**src/rtl/ysyx_22041405_mdu.sv**
```systemverilog
`default_nettype none
// =============================================================================
// Module   : ysyx_22041405_mdu
// Brief    : Iterative RV M-extension multiply/divide unit, one bit per cycle.
// Revision : 1.0
// =============================================================================
module ysyx_22041405_mdu #(
  parameter int WIDTH = 32,
  parameter int CNT_W = $clog2(WIDTH) + 1
) (
  input  logic             clk,
  input  logic             rst,
  input  logic             in_valid,
  output logic             in_ready,
  input  logic [WIDTH-1:0] src1,
  input  logic [WIDTH-1:0] src2,
  input  logic [2:0]       op,
  input  logic             flush,
  output logic             out_valid,
  input  logic             out_ready,
  output logic [WIDTH-1:0] result
);

  typedef enum logic [1:0] {
    S_IDLE = 2'd0,
    S_BUSY = 2'd1,
    S_FIX  = 2'd2,
    S_DONE = 2'd3
  } state_t;

  localparam logic [WIDTH-1:0] c_MIN  = {1'b1, {(WIDTH-1){1'b0}}};
  localparam logic [WIDTH-1:0] c_ONES = {WIDTH{1'b1}};
  localparam logic [CNT_W-1:0] c_LAST = CNT_W'(WIDTH - 1);

  state_t               r_state;
  state_t               w_next;
  logic [2:0]           r_op;
  logic                 r_sign1;
  logic                 r_sign2;
  logic [WIDTH-1:0]     r_opnd;
  logic [2*WIDTH-1:0]   r_acc;
  logic [CNT_W-1:0]     r_cnt;
  logic [WIDTH-1:0]     r_result;
  logic                 r_out_valid;

  logic                 w_accept;
  logic                 w_s1_signed;
  logic                 w_s2_signed;
  logic                 w_s1_neg;
  logic                 w_s2_neg;
  logic [WIDTH-1:0]     w_abs1;
  logic [WIDTH-1:0]     w_abs2;
  logic                 w_div_zero;
  logic                 w_div_ovf;
  logic                 w_fast;
  logic [WIDTH-1:0]     w_fast_res;
  logic [WIDTH-1:0]     w_addend;
  logic [WIDTH:0]       w_msum;
  logic [2*WIDTH-1:0]   w_mul_step;
  logic [WIDTH:0]       w_dshift;
  logic                 w_dge;
  logic [WIDTH-1:0]     w_dsub;
  logic [2*WIDTH-1:0]   w_div_step;
  logic [2*WIDTH-1:0]   w_prod;
  logic [WIDTH-1:0]     w_mul_res;
  logic [WIDTH-1:0]     w_quot;
  logic [WIDTH-1:0]     w_rem;
  logic [WIDTH-1:0]     w_div_res;
  logic [WIDTH-1:0]     w_fix_res;

  // Operand decode: src1 signed for MUL/MULH/MULHSU/DIV/REM, src2 for MULH/DIV/REM
  assign w_s1_signed = (op != 3'b011) && (op != 3'b101) && (op != 3'b111);
  assign w_s2_signed = (op == 3'b001) || (op == 3'b100) || (op == 3'b110);
  assign w_s1_neg    = w_s1_signed && src1[WIDTH-1];
  assign w_s2_neg    = w_s2_signed && src2[WIDTH-1];
  assign w_abs1      = w_s1_neg ? (~src1 + 1'b1) : src1;
  assign w_abs2      = w_s2_neg ? (~src2 + 1'b1) : src2;

  assign w_accept    = in_valid && (r_state == S_IDLE) && !flush;
  assign w_div_zero  = op[2] && (src2 == '0);
  assign w_div_ovf   = op[2] && !op[0] && (src1 == c_MIN) && (src2 == c_ONES);
  assign w_fast      = w_div_zero || w_div_ovf;
  assign w_fast_res  = w_div_zero ? (op[1] ? src1 : c_ONES)
                                  : (op[1] ? '0 : src1);

  // Shift-add multiply: the sum keeps its carry so the right shift loses nothing
  assign w_addend    = r_acc[0] ? r_opnd : '0;
  assign w_msum      = {1'b0, r_acc[2*WIDTH-1:WIDTH]} + {1'b0, w_addend};
  assign w_mul_step  = {w_msum, r_acc[WIDTH-1:1]};

  // Restoring divide: the shifted partial remainder needs one extra bit
  assign w_dshift    = r_acc[2*WIDTH-1:WIDTH-1];
  assign w_dge       = w_dshift >= {1'b0, r_opnd};
  assign w_dsub      = WIDTH'(w_dshift - {1'b0, r_opnd});
  assign w_div_step  = w_dge ? {w_dsub, r_acc[WIDTH-2:0], 1'b1}
                             : {w_dshift[WIDTH-1:0], r_acc[WIDTH-2:0], 1'b0};

  assign w_prod      = (r_sign1 ^ r_sign2) ? (~r_acc + 1'b1) : r_acc;
  assign w_mul_res   = (r_op[1:0] == 2'b00) ? w_prod[WIDTH-1:0] : w_prod[2*WIDTH-1:WIDTH];
  assign w_quot      = r_acc[WIDTH-1:0];
  assign w_rem       = r_acc[2*WIDTH-1:WIDTH];
  assign w_div_res   = r_op[1] ? (r_sign1 ? (~w_rem + 1'b1) : w_rem)
                               : ((r_sign1 ^ r_sign2) ? (~w_quot + 1'b1) : w_quot);
  assign w_fix_res   = r_op[2] ? w_div_res : w_mul_res;

  always_ff @(posedge clk or posedge rst) begin
    if (rst) begin
      r_state <= S_IDLE;
    end else begin
      r_state <= w_next;
    end
  end

  always_comb begin
    w_next   = r_state;
    in_ready = (r_state == S_IDLE) && !flush;
    case (r_state)
      S_IDLE: if (w_accept) w_next = w_fast ? S_DONE : S_BUSY;
      S_BUSY: if (r_cnt == c_LAST) w_next = S_FIX;
      S_FIX:  w_next = S_DONE;
      S_DONE: if (out_ready) w_next = S_IDLE;
      default: w_next = S_IDLE;
    endcase
    if (flush) w_next = S_IDLE;
  end

  always_ff @(posedge clk or posedge rst) begin
    if (rst) begin
      r_op        <= '0;
      r_sign1     <= 1'b0;
      r_sign2     <= 1'b0;
      r_opnd      <= '0;
      r_acc       <= '0;
      r_cnt       <= '0;
      r_result    <= '0;
      r_out_valid <= 1'b0;
    end else begin
      r_out_valid <= (w_next == S_DONE);
      case (r_state)
        S_IDLE: begin
          if (w_accept) begin
            r_op    <= op;
            r_sign1 <= w_s1_neg;
            r_sign2 <= w_s2_neg;
            r_cnt   <= '0;
            r_opnd  <= op[2] ? w_abs2 : w_abs1;
            r_acc   <= {{WIDTH{1'b0}}, (op[2] ? w_abs1 : w_abs2)};
            if (w_fast) r_result <= w_fast_res;
          end
        end
        S_BUSY: begin
          r_cnt <= r_cnt + 1'b1;
          r_acc <= r_op[2] ? w_div_step : w_mul_step;
        end
        S_FIX: begin
          if (!flush) r_result <= w_fix_res;
        end
        default: ;
      endcase
    end
  end

  assign out_valid = r_out_valid;
  assign result    = r_result;

endmodule
`default_nettype wire

```
**config.mk**
```make
export PLATFORM = sky130hd
export DESIGN_NAME = ysyx_22041405_mdu
export DESIGN_NICKNAME = d
export VERILOG_FILES = /design/src/rtl/ysyx_22041405_mdu.sv
export SDC_FILE = /design/constraint.sdc
export NUM_CORES = 1
export LEC_CHECK = 0
export CORE_MARGIN = 2
export CORE_UTILIZATION = 50
export CTS_BUF_LIST = sky130_fd_sc_hd__clkbuf_8 sky130_fd_sc_hd__clkbuf_16
export DETAILED_ROUTE_END_ITERATION = 16
export PLACE_DENSITY = 0.72
export SYNTH_ARGS = -nofsm -noshare
export SYNTH_HDL_FRONTEND = slang
export SYNTH_SLANG_ARGS = --single-unit
```
**constraint.sdc**
```tcl
create_clock -name clk -period 10.6 [get_ports clk]
set_input_delay 1.06 -clock clk [delete_from_list [all_inputs] [get_ports clk]]
set_output_delay 1.06 -clock clk [all_outputs]
set_load 0.03 [all_outputs]
```
==> flow_metrics.py, run 1 <==
metrics = {
    "global_routing": {
        "met2_usage_pct": 55.3,
        "global_route.usage.met3_pct": 7.48,
        "grt_max_degree": 104,
        "use_met1_pct": 50.1,
        "grt_pass1_wl_microns": 91800,
        "antenna_found_initial": 0,
        "track_usage_pct": 36.6,
        "grt_pass1_vias": 15406,
        "grt_overflow": 0,
        "grt.busiest_layer": "met2",
    },
    "worst_setup_path": {
        "cpPeakStageDelay_ps": 620,
        "crit_chain": "inv_1, buf_4, nor2_1, ha_1, nor2b_1, o31a_1, o31ai_1, nand2_1, a221o_1, a311oi_1, o21ai_0, xor2_1, a221o_1",
        "criticalPathCategory": "reg -> reg",
        "worst_path_most_repeated_cell": "a221o_1",
        "cpMaxStageDelayCell": "a311oi_1",
        "cp_max_fo": 30,
        "arrival_ps": 4880,
        "required_ps": 10940,
        "start_kind": "flop",
        "worst_setup_path_end_kind": "flop",
        "rrSetupSlack_ps": 6060,
    },
    "yosys": {
        "synth-seq-cells": 142,
        "synth_edf_count": 0,
        "syn_nets": 2255,
        "syn-instance-count": 2111,
        "synth_seq_area_share_pct": 22.9,
        "synth_flop_cell": "dfrtp_1",
        "synthArstFlopShare_pct": 100,
        "syn_area_per_cell_sq_um": 7.34,
        "yosys_warnings": 0,
        "synth_area_sq_mm": 0.0155,
        "synth.distinct_cells": 79,
    },
    "cts": {
        "clock_latency_ps": 450,
        "root_buffer": "clkbuf_16",
        "cts.path.max_buffers": 2,
        "cts_tree": "done",
        "cts.sink_count": 142,
        "hold_buffers": 0,
        "postCtsSetupRepairBufs": 0,
        "numCtsBuffers": 17,
        "cts_resized": 0,
        "cts.htree.levels": 4,
        "clk_pin_slew_ps": 70,
    },
    "route": {
        "drt-vias-per-instance": 6.63,
        "drt_wl_total_microns": 60500,
        "route.detailed.drc": 0,
        "wl_per_cell_microns": 24.1,
        "drt-initial-drc-count": 1995,
        "antenna_left": 0,
        "dr.pass1.iters": 6,
        "route.vias.total": 16624,
    },
    "floorplanning": {
        "start_util_pct": 50.8,
        "num_rows": 64,
        "die_width_microns": 180,
        "fp.dieArea_sq_mm": 0.0324,
        "pin_count": 106,
        "die_h_microns": 180,
        "core_sq_mm": 0.0305,
    },
    "power": {
        "peakVddDrop_uv": 130,
        "power.leakage_nw": 6.77,
        "powerDensity_mw_per_mm2": 266,
        "power.total_mw": 4.57,
    },
    "sta": {
        "relSlewSlack_pct": 26.6,
        "setup_slack_ps": 6060,
        "max_freq_mhz": 220,
        "fin_setup_tns_ps": 0,
        "finalHoldViolCount": 0,
        "grt_setup_unrepaired": "no",
        "timing.hold.ws_ps": 479,
        "fin_worst_skew_ps": 14.6,
        "tightest_slew_ps": 1090,
        "finalCritPeriodShare_pct": 42.9,
        "drv_slew": 0,
        "post-route-min-period_ps": 4540,
        "setup_viol": 0,
    },
    "layout": {
        "instances_no_fill": 2507,
        "drive_gt1_share_pct": 4.74,
        "regArea_sq_mm": 0.00356,
        "multiInputGateArea_sq_mm": 0.0111,
        "diodes": 0,
        "fillers": 2930,
        "layout-area-overhead-vs-synth_pct": 11.2,
        "final_nets": 2242,
    },
    "place": {
        "place_ws_ps": 5950,
        "hpwlAfterDp_microns": 45900,
        "dp_cells": 2475,
        "gp_congestion": 1.00,
        "port_buffers": 105,
    },
    "run": {
        "max_cap_viol_count": 0,
    },
    "hold_path": {
        "hp-class": "reg -> reg",
    },
    "outcome": {
        "status": "complete, no violations",
    },
}
## report_power, final
part / leakage, nW / switching, mW / internal [mW]
Clock: 0.299 / 0.275 / 0.354
Combinational: 4.72 / 1.65 / 1.13
Sequential: 1.75 / 0.455 / 0.714
Total: 6.77 / 2.38 / 2.20
## registers in the layout, indices dropped and copies added (netlist names)
name       flops
r_sign1        1
r_cnt          6
r_state        2
out_valid      1
r_sign2        1
result        32
r_opnd        32
r_op           3
r_acc         64
## worst max-delay path: cells and delay by family (launching register included)
kind,cells,cell delay [ps]
AND/OR/NAND/NOR,3,500
flip-flops,1,470
adder cells (fa/ha/maj),1,340
AO/OA/AOI/OAI,6,2420
XOR/XNOR,1,180
buffers and inverters,2,510
## through the flow
step | instance area, sq um | util, %
final | 17200 | 56.5
after global routing | 17200 | 56.5
after CTS | 17200 | 56.5
after detailed placement | 16600 | 54.5
after global placement | 16600 | 54.5
after floorplan | 15500 | -
## path summary, 6_finish.rpt
check                        endpoint  depth (start not counted)        from
setup / recovery            r_acc[57]                         13    r_acc[0]
setup reg to reg            r_acc[57]                         13    r_acc[0]
min in group asynchronous  result[27]                          2         rst
hold reg to reg            result[23]                          2  result[23]
max in group asynchronous     r_op[2]                          3         rst
hold / removal             result[23]                          2  result[23]
## cell usage after synthesis (all sizes together) (5+ instances only)
cell type / number / share of area [%]
nor2b: 21 / 0.85
ha: 70 / 5.7
nor4: 27 / 1.3
a31o: 5 / 0.28
nand2: 244 / 5.9
clkbuf: 135 / 3.3
o211ai: 33 / 1.7
nand2b: 13 / 0.53
nand3: 35 / 1.1
xnor2: 104 / 5.9
or4: 16 / 0.87
a22oi: 16 / 0.78
a211oi: 60 / 2.9
nor3: 46 / 1.5
buf: 27 / 0.82
a31oi: 32 / 1.3
dfrtp: 142 / 23
or3: 20 / 0.81
a221oi: 13 / 0.78
xor2: 87 / 4.9
a21oi: 177 / 5.7
mux2i: 57 / 3.7
inv: 66 / 1.6
or2: 7 / 0.28
o21bai: 10 / 0.48
o41ai: 19 / 1.1
o221ai: 19 / 1.1
mux2: 9 / 0.65
o31a: 7 / 0.40
o31ai: 28 / 1.4
o21ai: 190 / 6.2
nand4: 31 / 1.3
a21o: 24 / 1.2
and3: 10 / 0.40
o21a: 9 / 0.44
nor3b: 5 / 0.24
and2: 15 / 0.61
a311oi: 7 / 0.40
a221o: 5 / 0.32
nor2: 207 / 5.0
o22ai: 15 / 0.61
## layer usage
layer	vias to the layer above	share of wire, %
met3	189	10
li1	7666	-
met4	0	5.2
met1	7846	41
met2	923	43
met5	-	0
## cell usage in the layout, fill, tap and decap left out, types with 28 or more instances in the layout
cell / netlist / layout
nand4_1: 31 / 31
mux2i_1: 57 / 57
xor2_1: 87 / 86
a31oi_1: 32 / 32
a211oi_1: 60 / 60
ha_1: 70 / 70
xnor2_1: 104 / 103
inv_1: 66 / 69
a21oi_1: 177 / 177
dfrtp_1: 142 / 141
o31ai_1: 28 / 28
clkdlybuf4s50_1: 0 / 104
nand3_1: 35 / 35
o211ai_1: 32 / 32
nor2_1: 207 / 206
o21ai_0: 184 / 184
nand2_1: 244 / 243
nor3_1: 46 / 46
## kinds of logic (layout without fill, tap and decap cells)
logic type / Yosys count / in the layout / synth area share, %
muxes: 66 / 66 / 4.34
buffers and inverters: 229 / 229 / 5.72
AOI/OAI and AO/OA: 701 / 701 / 28.9
xor gates and xnor gates: 191 / 191 / 10.8
and+or+nand+nor: 710 / 710 / 21.4
adders and majority gates: 72 / 72 / 5.91
DFF: 142 / 142 / 22.9
## cell type report
cell class / instances / share of cell area (%)
well taps: 396 / 2.88
clock buffers: 18 / 2.55
repair buffers: 130 / 7.16
flip-flops and latches: 142 / 20.7
multi-input cells: 1740 / 64.4
inverters: 67 / 1.49
clock inverters: 14 / 0.828
No activity file was read; power rests on OpenSTA's default activity.
==> inputs of run 2 (changes only) <==
==> constraint.sdc (replaced) <==
create_clock -name clk -period 4.7 [get_ports clk]
set_input_delay 0.47 -clock clk [delete_from_list [all_inputs] [get_ports clk]]
set_output_delay 0.47 -clock clk [all_outputs]
set_load 0.03 [all_outputs]
==> run 2 against run 1 <==
Core utilization rose by 0.68 points. Global-route usage rose by 0.44 points. Flip-flop and latch count did not move. Clock skew fell by 1.0 ps. Via count rose by 1.5%. Critical path depth did not move. Non-clock buffer count rose by 20. Die area did not move. Power rose by 130%. First-iteration DRC count fell by 2.2%. Maximum frequency rose by 10%. Register-to-register slack got worse by 5500 ps. Largest cell class unchanged. Highest routed layer unchanged.
==> flow_metrics.py, run 2 (same netlist as run 1, synthesis figures left out) <==
metrics = {
    "layout": {
        "largest_reg_flops": 64,
        "multiInputGateArea_sq_mm": 0.0111,
        "layout_common_cells": "243 x nand2_1, 206 x nor2_1, 184 x o21ai_0",
        "regArea_sq_mm": 0.00356,
        "fillers": 2829,
        "diodes": 0,
        "final_common_cell": "nand2_1",
        "layout-area-overhead-vs-synth_pct": 12.5,
        "drive_gt1_share_pct": 5.77,
        "instances_no_fill": 2527,
        "final_nets": 2262,
        "top_register": "r_acc",
    },
    "place": {
        "hpwlAfterDp_microns": 47000,
        "dp_cells": 2495,
        "gp_congestion": 1.03,
        "port_buffers": 105,
        "place_ws_ps": 713,
    },
    "sta": {
        "post-route-min-period_ps": 4130,
        "fin_setup_tns_ps": 0,
        "relSlewSlack_pct": 14.6,
        "setup_slack_ps": 575,
        "finalCritPeriodShare_pct": 87.8,
        "finalHoldViolCount": 0,
        "grt_setup_unrepaired": "no",
        "tightest_slew_ps": 1280,
        "drv_slew": 0,
        "fin_worst_skew_ps": 13.7,
        "setup_viol": 0,
        "max_freq_mhz": 242,
    },
    "worst_setup_path": {
        "cp_max_fo": 29,
        "cp_num_buf_inv": 2,
        "cpPeakStageDelay_ps": 590,
        "worst_setup_path_end_kind": "flop",
        "criticalPathCategory": "reg -> reg",
        "critPathTopFamily": "compound AO/OA/AOI/OAI gates",
        "start_kind": "flop",
        "crit_chain": "inv_1, buf_4, nor2_1, ha_1, o21a_1, o31a_1, o31ai_1, nand2_1, a221o_1, a311oi_1, o21ai_0, xor2_1, a221o_1",
        "arrival_ps": 4450,
        "rrSetupSlack_ps": 570,
        "timing.rr.start": "r_acc[0]",
        "worstSetupStartpoint": "r_acc[0]",
        "cpMaxStageDelayCell": "a311oi_1",
        "required_ps": 5020,
        "worst_path_most_repeated_cell": "a221o_1",
    },
    "cts": {
        "cts.htree.levels": 4,
        "cts.sink_count": 142,
        "hold_buffers": 0,
        "cts_tree": "done",
        "postCtsSetupRepairBufs": 0,
        "clock_latency_ps": 440,
        "clk_pin_slew_ps": 70,
        "cts.path.max_buffers": 2,
        "cts_resized": 0,
        "root_buffer": "clkbuf_16",
        "numCtsBuffers": 17,
    },
    "route": {
        "antenna_left": 0,
        "wl_per_cell_microns": 24.3,
        "drt-vias-per-instance": 6.68,
        "maxUsedRoutingLayer": "met4",
        "route.detailed.drc": 0,
        "drt-initial-drc-count": 1952,
        "met1Wirelength_microns": 25400,
        "met3_length_microns": 6430,
        "wl_met2_microns": 26600,
        "dr.pass1.iters": 6,
        "route.vias.total": 16879,
        "drt_wl_total_microns": 61400,
    },
    "floorplanning": {
        "core_sq_mm": 0.0305,
        "num_rows": 64,
        "die_width_microns": 180,
        "pin_count": 106,
        "fp.dieArea_sq_mm": 0.0324,
        "die_h_microns": 180,
        "start_util_pct": 50.8,
    },
    "power": {
        "power.leakage_nw": 6.88,
        "powerDensity_mw_per_mm2": 603,
        "power.total_mw": 10.5,
        "peakVddDrop_uv": 293,
    },
    "global_routing": {
        "antenna_found_initial": 0,
        "grt_pass1_wl_microns": 93200,
        "grt_overflow": 0,
        "track_usage_pct": 37.0,
        "grt_pass1_vias": 15534,
        "grt_max_degree": 102,
    },
    "hold_path": {
        "hp-start": "result[21]",
        "hp-class": "reg -> reg",
    },
    "run": {
        "max_cap_viol_count": 0,
    },
    "outcome": {
        "status": "complete, no violations",
    },
}
==> run 2: changes by cell type in the layout (fill, tap and decap cells not counted), sizes merged <==
cell / delta
clkbuf: -1
clkinv: +1
buf: +20
==> run 2: worst paths after layout <==
kind | end | depth (start not counted)
min | result[21] | 2
min in group asynchronous | result[22] | 2
min reg2reg | result[21] | 2
max in group asynchronous | r_opnd[31] | 3
max reg2reg | r_acc[57] | 13
max | r_acc[57] | 13
==> run 2: per-layer routing <==
metal  track usage [%]  vias up
li1                  -     7706
met1              51.3     8044
met2              56.3      951
met3              6.73      178
met4              16.6        0
met5                 0        -
==> run 2: worst register-to-register path, cell delays in order (launching register included) <==
cell      delay (ps)
dfrtp_1          430
inv_1            210
buf_4            360
nor2_1           110
ha_1             340
o21a_1           200
o31a_1           130
o31ai_1          300
nand2_1          200
a221o_1          430
a311oi_1         600
o21ai_0          220
xor2_1           180
a221o_1          320
==> run 2: where the power goes <==
part	switching (mW)	leakage, nW	internal [mW]	total, mW
logic	3.95	4.83	2.66	6.61
registers	0.839	1.75	1.61	2.45
clock network	0.640	0.299	0.804	1.44
total	5.43	6.88	5.08	10.5
==> run 2: per-stage QoR <==
| stage | utilization (%) | area (sq um) | hold WS (ps) |
|---|---|---|---|
| 2_1_floorplan | - | 15500 | 449 |
| 3_3_place_gp | 55.2 | 16800 | 464 |
| 5_1_grt | 57.1 | 17400 | 502 |
| 3_5_place_dp | 55.2 | 16800 | 473 |
| 6_report | 57.1 | 17400 | 481 |
| 4_1_cts | 57.1 | 17400 | 483 |
==> run 2: area by class of cell <==
| cell class | count | share of cell area, % |
|---|---|---|
| clock inverter | 15 | 1.01 |
| clock buffer | 17 | 2.44 |
| timing repair buffer | 150 | 8.15 |
| inverter | 67 | 1.47 |
| tap | 396 | 2.84 |
| multi-input combinational | 1740 | 63.7 |
| sequential | 142 | 20.4 |
==> inputs of run 3 (changes only) <==
--- a/config.mk
+++ b/config.mk
@@ -13,3 +13,4 @@
 export SYNTH_ARGS = -nofsm -noshare
 export SYNTH_HDL_FRONTEND = slang
 export SYNTH_SLANG_ARGS = --single-unit
+export TNS_END_PERCENT = 30
==> results of run 3 <==
Same layout as run 2: the final DEF is identical, and so are final timing and power.
